$ cat src/rtl/uart_pkt_scheduler_pkg.sv
// ---------------------------------------------------------------------------
// uart_pkt_scheduler_pkg
//   Shared definitions for the UART packet scheduler: FSM state encoding,
//   packet-type codes, default sync byte, status length and a helper that
//   picks a status payload byte (most significant byte first).
// ---------------------------------------------------------------------------
package uart_pkt_scheduler_pkg;

    typedef enum logic [2:0] {
        ST_IDLE,
        ST_SYNC,
        ST_TYPE,
        ST_LENH,
        ST_LENL,
        ST_PAYLOAD,
        ST_CSUM
    } state_e;

    localparam logic [7:0]  PKT_STAT      = 8'h01;
    localparam logic [7:0]  PKT_DUMP      = 8'h02;
    localparam logic [7:0]  SYNC_BYTE_DEF = 8'hA5;
    localparam logic [15:0] STAT_LEN      = 16'd4;

    // Byte idx of the status word, idx 0 = bits [31:24].
    function automatic logic [7:0] stat_byte(input logic [31:0] word, input logic [1:0] idx);
        unique case (idx)
            2'd0:    stat_byte = word[31:24];
            2'd1:    stat_byte = word[23:16];
            2'd2:    stat_byte = word[15:8];
            default: stat_byte = word[7:0];
        endcase
    endfunction

endpackage

$ cat src/rtl/uart_rd_edge.sv
// ---------------------------------------------------------------------------
// uart_rd_edge
//   Detects the rising edge of the serializer's byte-read strobe.
//   clk_i    : bit-rate clock
//   rst_i    : synchronous active-high reset
//   rd_i     : serializer read strobe (high on last 3 cycles of a frame)
//   accept_o : 1-cycle pulse, current byte has been consumed
// ---------------------------------------------------------------------------
module uart_rd_edge (
    input  logic clk_i,
    input  logic rst_i,
    input  logic rd_i,
    output logic accept_o
);

    logic rd_q;

    // NOTE: sequential state is always written with non-blocking assignments
    // so every flop samples the pre-edge values of its neighbours.
    always_ff @(posedge clk_i) begin
        if (rst_i) begin
            rd_q <= 1'b0;
        end else begin
            rd_q <= rd_i;
        end
    end

    assign accept_o = rd_i & ~rd_q;

endmodule

$ cat src/rtl/uart_pkt_scheduler.sv
// ---------------------------------------------------------------------------
// uart_pkt_scheduler
//   Shares a byte-serial UART transmitter between a status report and a
//   capture-buffer dump. Each transfer is framed as
//   SYNC, TYPE, LENH, LENL, payload..., CSUM; CSUM is the mod-256 sum of
//   everything after SYNC. Pacing comes only from UartRd rising edges.
//
//   SendingCLK : bit-rate clock           Init     : sync active-high reset
//   DumpReq    : dump request pulse       StatReq  : status request pulse
//   StatWord   : status payload (captured at grant)
//   Busy       : packet in progress       DumpDone/StatDone : end pulses
//   MemAddr    : capture RAM address      MemData  : RAM data (1-cycle latency)
//   UartEN     : serializer enable        UartData : byte to serializer
//   UartRd     : serializer read strobe
// ---------------------------------------------------------------------------
module uart_pkt_scheduler
    import uart_pkt_scheduler_pkg::*;
#(
    parameter int         ADDR_W    = 10,
    parameter int         DUMP_LEN  = 1024,
    parameter logic [7:0] SYNC_BYTE = SYNC_BYTE_DEF
) (
    input  logic              SendingCLK,
    input  logic              Init,
    input  logic              DumpReq,
    input  logic              StatReq,
    input  logic [31:0]       StatWord,
    output logic              Busy,
    output logic              DumpDone,
    output logic              StatDone,
    output logic [ADDR_W-1:0] MemAddr,
    input  logic [7:0]        MemData,
    output logic              UartEN,
    output logic [7:0]        UartData,
    input  logic              UartRd
);

    localparam logic [15:0] DUMP_LEN16 = 16'(DUMP_LEN);

    state_e            state_q;
    logic              is_stat_q;
    logic [31:0]       stat_word_q;
    logic [15:0]       cnt_q;
    logic [7:0]        csum_q;
    logic              stat_pend_q;
    logic              dump_pend_q;
    logic              uart_en_q;
    logic [7:0]        uart_data_q;
    logic [ADDR_W-1:0] mem_addr_q;
    logic              busy_q;
    logic              dump_done_q;
    logic              stat_done_q;

    logic              accept;
    logic [15:0]       pkt_len;
    logic [7:0]        payload_byte;
    logic [7:0]        next_byte_d;
    logic [7:0]        csum_d;

    uart_rd_edge u_rd_edge (
        .clk_i    (SendingCLK),
        .rst_i    (Init),
        .rd_i     (UartRd),
        .accept_o (accept)
    );

    assign pkt_len      = is_stat_q ? STAT_LEN : DUMP_LEN16;
    // MemData already holds RAM[cnt_q]: the address was issued a full frame ago.
    assign payload_byte = is_stat_q ? stat_byte(stat_word_q, cnt_q[1:0]) : MemData;

    // Byte loaded into UartData on the next acceptance (header or payload).
    // NOTE: the default assignment up front keeps this block free of latches.
    always_comb begin
        next_byte_d = payload_byte;
        case (state_q)
            ST_SYNC: next_byte_d = is_stat_q ? PKT_STAT : PKT_DUMP;
            ST_TYPE: next_byte_d = pkt_len[15:8];
            ST_LENH: next_byte_d = pkt_len[7:0];
            default: ;
        endcase
    end

    assign csum_d = csum_q + next_byte_d;

    always_ff @(posedge SendingCLK) begin
        if (Init) begin
            state_q     <= ST_IDLE;
            is_stat_q   <= 1'b0;
            stat_word_q <= '0;
            cnt_q       <= '0;
            csum_q      <= '0;
            stat_pend_q <= 1'b0;
            dump_pend_q <= 1'b0;
            uart_en_q   <= 1'b0;
            uart_data_q <= '0;
            mem_addr_q  <= '0;
            busy_q      <= 1'b0;
            dump_done_q <= 1'b0;
            stat_done_q <= 1'b0;
        end else begin
            dump_done_q <= 1'b0;
            stat_done_q <= 1'b0;

            case (state_q)
                ST_IDLE: begin
                    // Status has fixed priority; the losing flag stays set.
                    if (stat_pend_q || dump_pend_q) begin
                        is_stat_q   <= stat_pend_q;
                        if (stat_pend_q) begin
                            stat_pend_q <= 1'b0;
                            stat_word_q <= StatWord;
                        end else begin
                            dump_pend_q <= 1'b0;
                        end
                        state_q     <= ST_SYNC;
                        uart_data_q <= SYNC_BYTE;
                        uart_en_q   <= 1'b1;
                        busy_q      <= 1'b1;
                        csum_q      <= '0;
                        cnt_q       <= '0;
                        mem_addr_q  <= '0;
                    end
                end
                ST_SYNC, ST_TYPE, ST_LENH: begin
                    if (accept) begin
                        uart_data_q <= next_byte_d;
                        csum_q      <= csum_d;
                        state_q     <= (state_q == ST_SYNC) ? ST_TYPE :
                                       (state_q == ST_TYPE) ? ST_LENH : ST_LENL;
                    end
                end
                ST_LENL, ST_PAYLOAD: begin
                    if (accept) begin
                        if (state_q == ST_PAYLOAD && cnt_q == pkt_len) begin
                            state_q     <= ST_CSUM;
                            uart_data_q <= csum_q;
                        end else begin
                            // Enter payload byte cnt_q and prefetch the next address.
                            state_q     <= ST_PAYLOAD;
                            uart_data_q <= next_byte_d;
                            csum_q      <= csum_d;
                            cnt_q       <= cnt_q + 16'd1;
                            mem_addr_q  <= ADDR_W'(cnt_q + 16'd1);
                        end
                    end
                end
                ST_CSUM: begin
                    if (accept) begin
                        state_q     <= ST_IDLE;
                        uart_en_q   <= 1'b0;
                        busy_q      <= 1'b0;
                        stat_done_q <= is_stat_q;
                        dump_done_q <= ~is_stat_q;
                    end
                end
                default: state_q <= ST_IDLE;
            endcase

            // Written last so a request always wins over the grant clear.
            if (StatReq) stat_pend_q <= 1'b1;
            if (DumpReq) dump_pend_q <= 1'b1;
        end
    end

    assign Busy     = busy_q;
    assign DumpDone = dump_done_q;
    assign StatDone = stat_done_q;
    assign MemAddr  = mem_addr_q;
    assign UartEN   = uart_en_q;
    assign UartData = uart_data_q;

endmodule
$ cat config.mk
export PLATFORM = sky130hd
export DESIGN_NAME = uart_pkt_scheduler
export DESIGN_NICKNAME = d
export VERILOG_FILES = /design/src/rtl/uart_pkt_scheduler_pkg.sv /design/src/rtl/uart_rd_edge.sv /design/src/rtl/uart_pkt_scheduler.sv
export SDC_FILE = /design/constraint.sdc
export NUM_CORES = 1
export LEC_CHECK = 0
export ABC_AREA = 1
export ABC_CLOCK_PERIOD_IN_PS = 3050
export BUFFER_PORTS_ARGS = -buffer_cell sky130_fd_sc_hd__buf_2
export CORE_MARGIN = 10
export CORE_UTILIZATION = 45
export CTS_CLUSTER_SIZE = 30
export DETAILED_ROUTE_END_ITERATION = 10
export PLACE_DENSITY = 0.69
export REMOVE_ABC_BUFFERS = 1
export SYNTH_ARGS = -nofsm -noshare
export SYNTH_HDL_FRONTEND = slang
export SYNTH_SLANG_ARGS = --single-unit
$ cat constraint.sdc
create_clock -name SendingCLK -period 3.05 [get_ports SendingCLK]
set_clock_uncertainty 0.1 [all_clocks]
set_input_delay 0 -clock SendingCLK [delete_from_list [all_inputs] [get_ports SendingCLK]]
set_output_delay 0 -clock SendingCLK [all_outputs]
set_load 0.05 [all_outputs]
[After elaboration in Yosys (flattened, before gate mapping)]
Index checks and enable logic that the tools add are counted.
Cells by class
  eq/ne operators: 15
  bitwise logic cells: 5
  $add $sub $neg: 2
  reductions and logical operators: 23
  mux-type cells: 41
Operators with widths (number)
  $pmux W8 S3: 4
  $mux W8: 9
  $mux W16: 3
  $pmux W16 S2: 1
  $mux W10: 3
  $pmux W10 S2: 1
  $mux W3: 6
  $add A16 B1 Y16 const B: 1
  $eq A16 B11 Y1: 1
  $ne A2 B2 Y1 const B: 6
  $pmux W3 S4: 1
  $reduce_and A4 Y1: 3
  $reduce_bool A2 Y1: 6
  $mux W11: 1
  $eq A3 B3 Y1 const B: 3
  $mux W1: 9
  $reduce_and A3 Y1: 3
  $add A8 B8 Y8: 1
  $eq A3 B2 Y1 const B: 2
  $reduce_or A3 Y1: 2
  $reduce_and A5 Y1: 1
  $mux W2: 2
  $not A1 Y1: 4
  $reduce_and A2 Y1: 2
  11 further kinds: 11
Word-level totals
  input bits: 45
  bits in registers: 84
  output and inout bits: 22
  logic and storage cells: 99

[Longest topological paths before layout]
Gate-level depths: netlist (run 1).
  depth after elaboration: 8
  gate-level depth with buffers: 18
  depth with buffers taken out: 17

[Hierarchy]
Synthesis (run 1) repeated with hierarchy kept, for this count alone.
Unflattened totals
  cells, all modules: 619
  area total of the unflattened synthesis: 4070.2 µm²
Modules (own cells, without submodules)
  uart_pkt_scheduler: sequential area each 1461.4 µm², area each 4038.9 µm², cells each 615, times used 1
  uart_rd_edge: sequential area each 20.0 µm², area each 31.3 µm², cells each 4, times used 1

[Worst setup path before layout (run 1)]
OpenSTA, ideal clock, no wires.
  path kind: reg2reg
  start: reg cnt_q[1]
  end: reg csum_q[6]
  path buffers: 1
  slack: 560 ps
  stages on the path, launching flop included: 19
  required time: 2880 ps
  library setup time: 70 ps
  data arrival time: 2319 ps
  period minus slack after synthesis: 2490 ps
  path through: dfxtp_1 > inv_1 > ha_1 > clkbuf_1 > nand2_1 > o21ai_0 > a21oi_1 > o21ai_0 > nand2_1 > nand2_1 > ha_1 > inv_1 > fa_1 > inv_1 > nand4_1 > nand3_1 > xor2_1 > nand2_1 > a21oi_1
On the way
  longest elaborated chain between the ends: 8
  elaborated cells between the ends (all ways): 15
  those cells by class: add/sub: 1; eq/ne: 4; mux: 7; reduce/logical: 3
RTL lines
  start, declared: line uart_pkt_scheduler.sv:43  | logic [15:0] cnt_q;
  start signal, assigned: line uart_pkt_scheduler.sv:142  | cnt_q <= cnt_q + 16'd1;
  $eq A2 B2 Y1, or another cell as far along: line uart_pkt_scheduler_pkg.sv:26  | unique case (idx)
  $pmux W8 S3: line uart_pkt_scheduler_pkg.sv:26
  $mux W8: line uart_pkt_scheduler.sv:69  | assign payload_byte = is_stat_q ? stat_byte(stat_word_q, cnt_q[1:0]) : MemData;
  $pmux W8 S3: line uart_pkt_scheduler.sv:75  | case (state_q)
  $add A8 B8 Y8: line uart_pkt_scheduler.sv:83  | assign csum_d = csum_q + next_byte_d;
  $mux W8: line uart_pkt_scheduler.sv:134  | if (state_q == ST_PAYLOAD && cnt_q == pkt_len) begin
  $mux W8: line uart_pkt_scheduler.sv:133  | if (accept) begin
  $pmux W8 S3: line uart_pkt_scheduler.sv:104  | case (state_q)
  end signal, assigned: line uart_pkt_scheduler.sv:127  | csum_q <= csum_d;
  end signal, assigned: line uart_pkt_scheduler.sv:141  | csum_q <= csum_d;
  end, declared: line uart_pkt_scheduler.sv:44  | logic [7:0] csum_q;
Several ways; a longest one is shown, not always the timed one. The select of a mux whose other input is x is not followed.
A chain may end at the register's enable or synchronous reset.

[Worst setup path after layout (run 1)]
  start: reg cnt_q[0]
  end: reg csum_q[5]
The elaborated chain is that of the path after synthesis.

==> results of run 1 <==
-- power groups by stage --
stage / clock [W] / sequential (W) / combinational (W)
after global routing: 0.000956 / 0.00128 / 0.00214
after floorplan: 0 / 0.00143 / 0.00113
final: 0.000897 / 0.00126 / 0.00191
after global placement: 0 / 0.00128 / 0.00181
after detailed placement: 0 / 0.00128 / 0.00186
after CTS: 0.000913 / 0.00126 / 0.00190
-- what timing repair did --
| item | in CTS | in global routing |
|---|---|---|
| gates resized for setup | 0 | 3 |
| setup buffers | 0 | 0 |
| hold buffers | 36 | 0 |
| setup endpoints to repair | 0 | 1 |
| hold endpoints to repair | 36 | 0 |
-- worst max-delay path by stage --
stage               slack, ns                     end
global route             0.02  csum_q[7]$_SDFFE_PP0P_
finish                   0.33  csum_q[5]$_SDFFE_PP0P_
floorplan                0.13  csum_q[7]$_SDFFE_PP0P_
detailed placement       0.28  csum_q[6]$_SDFFE_PP0P_
CTS                      0.25  csum_q[6]$_SDFFE_PP0P_
global placement         0.46  csum_q[6]$_SDFFE_PP0P_
-- per-layer routing --
layer	GRT usage, %	wire (um)	vias up
li1	-	-	2180
met1	21.59	5089	1984
met2	31.89	5947	134
met3	5.065	761	33
met4	7.339	291	0
met5	0	0	-
-- Yosys cell counts (6+ instances only) --
cell	number	area (um2)
dfxtp_1	74	1481
inv_1	46	172.7
buf_4	12	90.09
o21ai_0	21	105.1
a21oi_1	85	425.4
nand3_1	57	285.3
nand2_1	184	690.7
buf_2	6	30.03
nor3_1	6	30.03
clkbuf_1	21	78.83
xor2_1	11	96.34
nor2_1	48	180.2
ha_1	11	137.6
-- through the flow --
step,utilization [%],hold WS (ns)
final,57.59,0.03024
after global routing,57.59,0.07999
after CTS,57.51,0.04505
after detailed placement,50.75,0.1239
after global placement,50.75,0.1106
after floorplan,-,-0.03093
-- final cells by class --
cell class	instances	share of cell area, %
Tap cell	108	2.652
Timing Repair Buffer	114	15.32
Sequential cell	74	29.07
Clock buffer	12	3.241
Clock inverter	4	1.424
Inverter	51	3.756
Antenna cell	1	0.04910
Multi-Input combinational cell	460	44.49
-- flip-flops by register name, summed over array words and instances (netlist names) --
register	cells
state_q	3
UartData	8
stat_word_q	32
cnt_q	16
csum_q	8
StatDone	1
is_stat_q	1
Busy	1
stat_pend_q	1
DumpDone	1
dump_pend_q	1
u_rd_edge.rd_q	1
-- worst reg2reg max path, delay by kind of cell, from the launching register on --
kind            cells  cell delay, ns
compound gates      4            0.38
fa+ha+maj           2            0.71
buf+inv             1            0.13
flops               1            0.46
simple gates        6            0.81
-- kinds of logic after synthesis --
| group | count (synthesis) |
|---|---|
| AND/OR/NAND/NOR | 318 |
| XOR/XNOR | 13 |
| flip-flops | 74 |
| AO/OA/AOI/OAI | 117 |
| buffers and inverters | 91 |
| adder cells (fa/ha/maj) | 12 |
==> results_dict.tcl, run 1 <==
set metrics [dict create \
    cts.path.max_buffers 2 \
    ant_nets 0 \
    placed_area_um2 4491 \
    post-route-period-util_pct 89.29 \
    wl_mm 12.09 \
    start_kind "register" \
    worstHoldPathCells 4 \
    ys_ff_latch 74 \
    final_area_um2 5096 \
    period_needed_ns 2.723 \
    fillCellCount 867 \
    seq_area_frac_synth_pct 35.79 \
    htreeDepth 3 \
    gp_congestion 0.9056 \
    crit_path_frequent_cell "nand3_1" \
    finalHoldViolCount 0 \
    synth-xor-area-share_pct 2.751 \
    seqCellArea_um2 1481 \
    tightest_slew_ns 0.6691 \
    pwr-share-clk_pct 22.0 \
    clkTransAtPathRegs_ns 0.08 \
    drtIter0Drc 260 \
    critical_path_class "reg -> reg" \
    slew_violations 0 \
    worst_slack_ns 0.3268 \
    netlist_area_um2 4139 \
    min_from "Init" \
    vdd_drop_max_uv 333.6 \
    die_h_um 115.9 \
    start_util_pct 46.78 \
    r2r_start "cnt_q[0]$_SDFFE_PP0P_" \
    area_growth_pct 23.13 \
    grt_max_degree 60 \
    crit_slowest_cell "dfxtp_1" \
    share_seq_of_total_power_pct 31.0 \
    yosysWarnings 0 \
    dpl.cell_count 771 \
    routedWlPerCell_um 14.67 \
    dieArea_um2 13430 \
    grt_use_total_pct 18.61 \
    leakage_nw 2.214 \
    rsz0062_at_grt "false" \
    hold_end "state_q[2]$_SDFFE_PP0P_" \
    power_w 0.004073 \
    io_pins 67 \
    powerDensity_nw_per_um2 799.2 \
    synth-compound-area-share_pct 14.84 \
    core_area_um2 8848 \
    tns_ns 0 \
    mostFrequentLayoutCell "nand2_1" \
    switchingPower_w 0.001813 \
    ff2ff_setup_slack_ns 0.33 \
    ys_async_sr_fraction_pct 0 \
    die_w_um 115.9 \
    synthSimpleGateAreaFrac_pct 33.10 \
    worstPathRequired_ns 3.16 \
    hpwl_mm 8.548 \
    final_cell_mix "nand2_1, a21oi_1, dfxtp_1" \
    slowest_delay_ns 0.46 \
    nets 767 \
    fin_cells 824 \
    vias 4331 \
    route.detailed.drc 0 \
    place_ws_ns 0.2766 \
    num_rows 34 \
    grt_pass1_vias 4239 \
    critical_path_arrival_ns 2.84 \
    portBuffers 66 \
    synthMuxAreaShare_pct 0 \
    worstPathMaxFanout 9 \
    multi_input_area_um2 2267 \
    drive_above_1_share_pct 16.36 \
    syn_area_per_cell_um2 6.622 \
    slew_headroom_pct 55.39 \
    postSynthCellCount 625 \
    reg2reg_depth 13 \
    worst-path-buf-inv 1 \
    timing.fmax_mhz 367.2 \
    p_int_w 0.002260 \
    synth-edff-count 0 \
    ys_types 36 \
    grt_pass1_wl_mm 20.24 \
    synth_top_family_by_area "simple AND/OR/NAND/NOR gates" \
    viasPerCell 5.256 \
    critPathCaptureType "register" \
    status "finished, final reports clean" \
    setup-violations-final 0 \
    first_pass_iters 5 \
    hold_class "in -> reg" \
    grt_overflow 0 \
    cts_root_buf "clkbuf_8" \
    path_depth 13 \
    cp_top_family "simple AND/OR/NAND/NOR gates" \
    maxCapViolations 0 \
    swShare_pct 44.52 \
    reg2reg_to "csum_q[5]$_SDFFE_PP0P_" \
    combinationalPowerShare_pct 47.0 \
    cts_buffers 9 \
    path_cells "inv_1 -> ha_1 -> nand2_1 -> nand4_1 -> o211ai_1 -> a22oi_1 -> ha_1 -> nand3_1 -> nand3_1 -> a21oi_1 -> or2_2 -> nand3_1 -> a21oi_1" \
    cts_tree "yes" \
    cts.sinks 74 \
    antenna_found_initial 1 \
    synth_ff_type "dfxtp_1" \
    synth_fa_ha_area_share_pct 3.809 \
    insertion_delay_ns 0.36 \
    critPathLaunch "cnt_q[0]$_SDFFE_PP0P_" \
]
(Power assumes the default switching activity.)
==> inputs of run 2 (changes only) <==
--- a/config.mk
+++ b/config.mk
@@ -6,12 +6,13 @@
 export NUM_CORES = 1
 export LEC_CHECK = 0
 export ABC_AREA = 1
-export ABC_CLOCK_PERIOD_IN_PS = 3050
+export ABC_CLOCK_PERIOD_IN_PS = 2800
 export BUFFER_PORTS_ARGS = -buffer_cell sky130_fd_sc_hd__buf_2
 export CORE_MARGIN = 10
 export CORE_UTILIZATION = 45
 export CTS_CLUSTER_SIZE = 30
 export DETAILED_ROUTE_END_ITERATION = 10
+export GPL_ROUTABILITY_DRIVEN = 0
 export PLACE_DENSITY = 0.69
 export REMOVE_ABC_BUFFERS = 1
 export SYNTH_ARGS = -nofsm -noshare
==> constraint.sdc (replaced) <==
create_clock -name SendingCLK -period 2.8 [get_ports SendingCLK]
set_clock_uncertainty 0.1 [all_clocks]
set_input_delay 0 -clock SendingCLK [delete_from_list [all_inputs] [get_ports SendingCLK]]
set_output_delay 0 -clock SendingCLK [all_outputs]
set_load 0.05 [all_outputs]
==> run 2 against run 1 <==
Net effect: first-iteration DRC count is 12% higher; clock power is 3.6% higher; via count is 1.1% lower; non-clock buffer count rose by 3.
==> results_dict.tcl, run 2 (synthesis gave the netlist of run 1 again) <==
set metrics [dict create \
    worstPathMaxFanout 9 \
    worst-path-buf-inv 1 \
    status "finished, final reports clean" \
    fillCellCount 857 \
    slew_violations 0 \
    period_needed_ns 2.574 \
    grt_pass1_wl_mm 19.73 \
    worstPathRequired_ns 2.92 \
    antenna_found_initial 0 \
    die_h_um 115.9 \
    hpwl_mm 8.513 \
    hold_class "in -> reg" \
    setup-violations-final 0 \
    cts_root_buf "clkbuf_8" \
    critical_path_class "reg -> reg" \
    htreeDepth 3 \
    io_pins 67 \
    tightest_slew_ns 0.6500 \
    drtIter0Drc 290 \
    ant_nets 0 \
    core_area_um2 8848 \
    top_regs "stat_word_q: 32 flops, cnt_q: 16 flops" \
    cp_top_family "compound AO/OA/AOI/OAI gates" \
    largest_reg_flops 32 \
    hold_ws_ns 0.08002 \
    viasPerCell 5.185 \
    mostFrequentLayoutCell "nand2_1" \
    post-route-period-util_pct 91.91 \
    dieArea_um2 13430 \
    power_w 0.004477 \
    powerDensity_nw_per_um2 871.5 \
    crit_slowest_cell "dfxtp_1" \
    portBuffers 66 \
    start_kind "register" \
    top_register "stat_word_q" \
    cts.path.max_buffers 2 \
    routedWlPerCell_um 14.45 \
    vias 4283 \
    cts_buffers 9 \
    grt_use_total_pct 18.08 \
    timing.fmax_mhz 388.6 \
    final_cell_mix "nand2_1, a21oi_1, dfxtp_1" \
    cts.sinks 74 \
    nets 770 \
    num_rows 34 \
    leakage_nw 2.221 \
    wl_mm 11.94 \
    maxCapViolations 0 \
    die_w_um 115.9 \
    start_util_pct 46.78 \
    rsz0062_at_grt "false" \
    seqCellArea_um2 1486 \
    path_cells "o21ai_2 -> inv_1 -> a21oi_1 -> a22oi_1 -> ha_1 -> nand3_1 -> nand3_1 -> a21oi_1 -> or2_2 -> nand3_1 -> a21oi_1" \
    antenna_cells 0 \
    slowest_delay_ns 0.41 \
    first_pass_iters 5 \
    insertion_delay_ns 0.35 \
    slew_headroom_pct 56.67 \
    critPathCaptureType "register" \
    grt_max_degree 60 \
    cts_tree "yes" \
    grt_overflow 0 \
    critical_path_arrival_ns 2.69 \
    clkTransAtPathRegs_ns 0.08 \
    area_growth_pct 24.12 \
    grt_pass1_vias 4096 \
    route.detailed.drc 0 \
    drive_above_1_share_pct 17.97 \
    vdd_drop_max_uv 415.3 \
    finalHoldViolCount 0 \
    multi_input_area_um2 2302 \
]
## run 2: tightest hold or removal path, delay by kind of cell
family	cells	cell delay, ns
buffers and inverters	3	0.34
and+or+nand+nor	1	0.14
## run 2: stage by stage
stage	area, um2	util, %	TNS (ns)	setup slack [ns]	std cells
floorplan	3929	-	-0.2992	-0.1217	585
CTS	5092	57.55	0	0.07524	826
detailed placement	4513	51.00	0	0.1089	774
global route	5137	58.06	0	0.02284	826
global placement	4513	51.00	0	0.2390	774
finish	5137	58.06	0	0.2264	826
## run 2: worst paths after layout
| path | from | cells after the start | slack, ns | to |
|---|---|---|---|---|
| worst max-delay path | state_q[1]$_SDFFE_PP0P_ | 11 | 0.23 | csum_q[5]$_SDFFE_PP0P_ |
| worst min-delay path | Init | 4 | 0.08 | state_q[2]$_SDFFE_PP0P_ |
| worst min register to register | UartData[4]$_SDFFE_PP0P_ | 2 | 0.36 | UartData[4]$_SDFFE_PP0P_ |
| worst max register to register | state_q[1]$_SDFFE_PP0P_ | 11 | 0.23 | csum_q[5]$_SDFFE_PP0P_ |
## run 2: cell type report
type	count	share of cell area [%]
sequential	74	28.93
timing repair buffer	117	15.64
clock buffer	11	2.752
inverter	51	3.726
tap	108	2.630
multi-input combinational	460	44.81
clock inverter	5	1.510
## run 2: what timing repair did
item                                    CTS  global route
hold endpoints to repair                 36             0
hold buffers                             36             0
gates resized for setup                   0            16
endpoints found under the setup margin    0             5
buffers inserted                          0             0
## run 2: per-layer routing
layer / vias to the layer above / track usage (%) / wire (um)
met5: - / 0 / 0
met4: 0 / 4.837 / 192
met3: 17 / 4.651 / 710
met2: 115 / 31.32 / 5800
met1: 1960 / 21.71 / 5234
li1: 2191 / - / -
## run 2: report_power, final
group	leakage (nW)	switching, W	internal, W
Clock	0.109	0.000405	0.000524
Sequential	0.604	0.000155	0.00123
Combinational	1.51	0.00144	0.000719
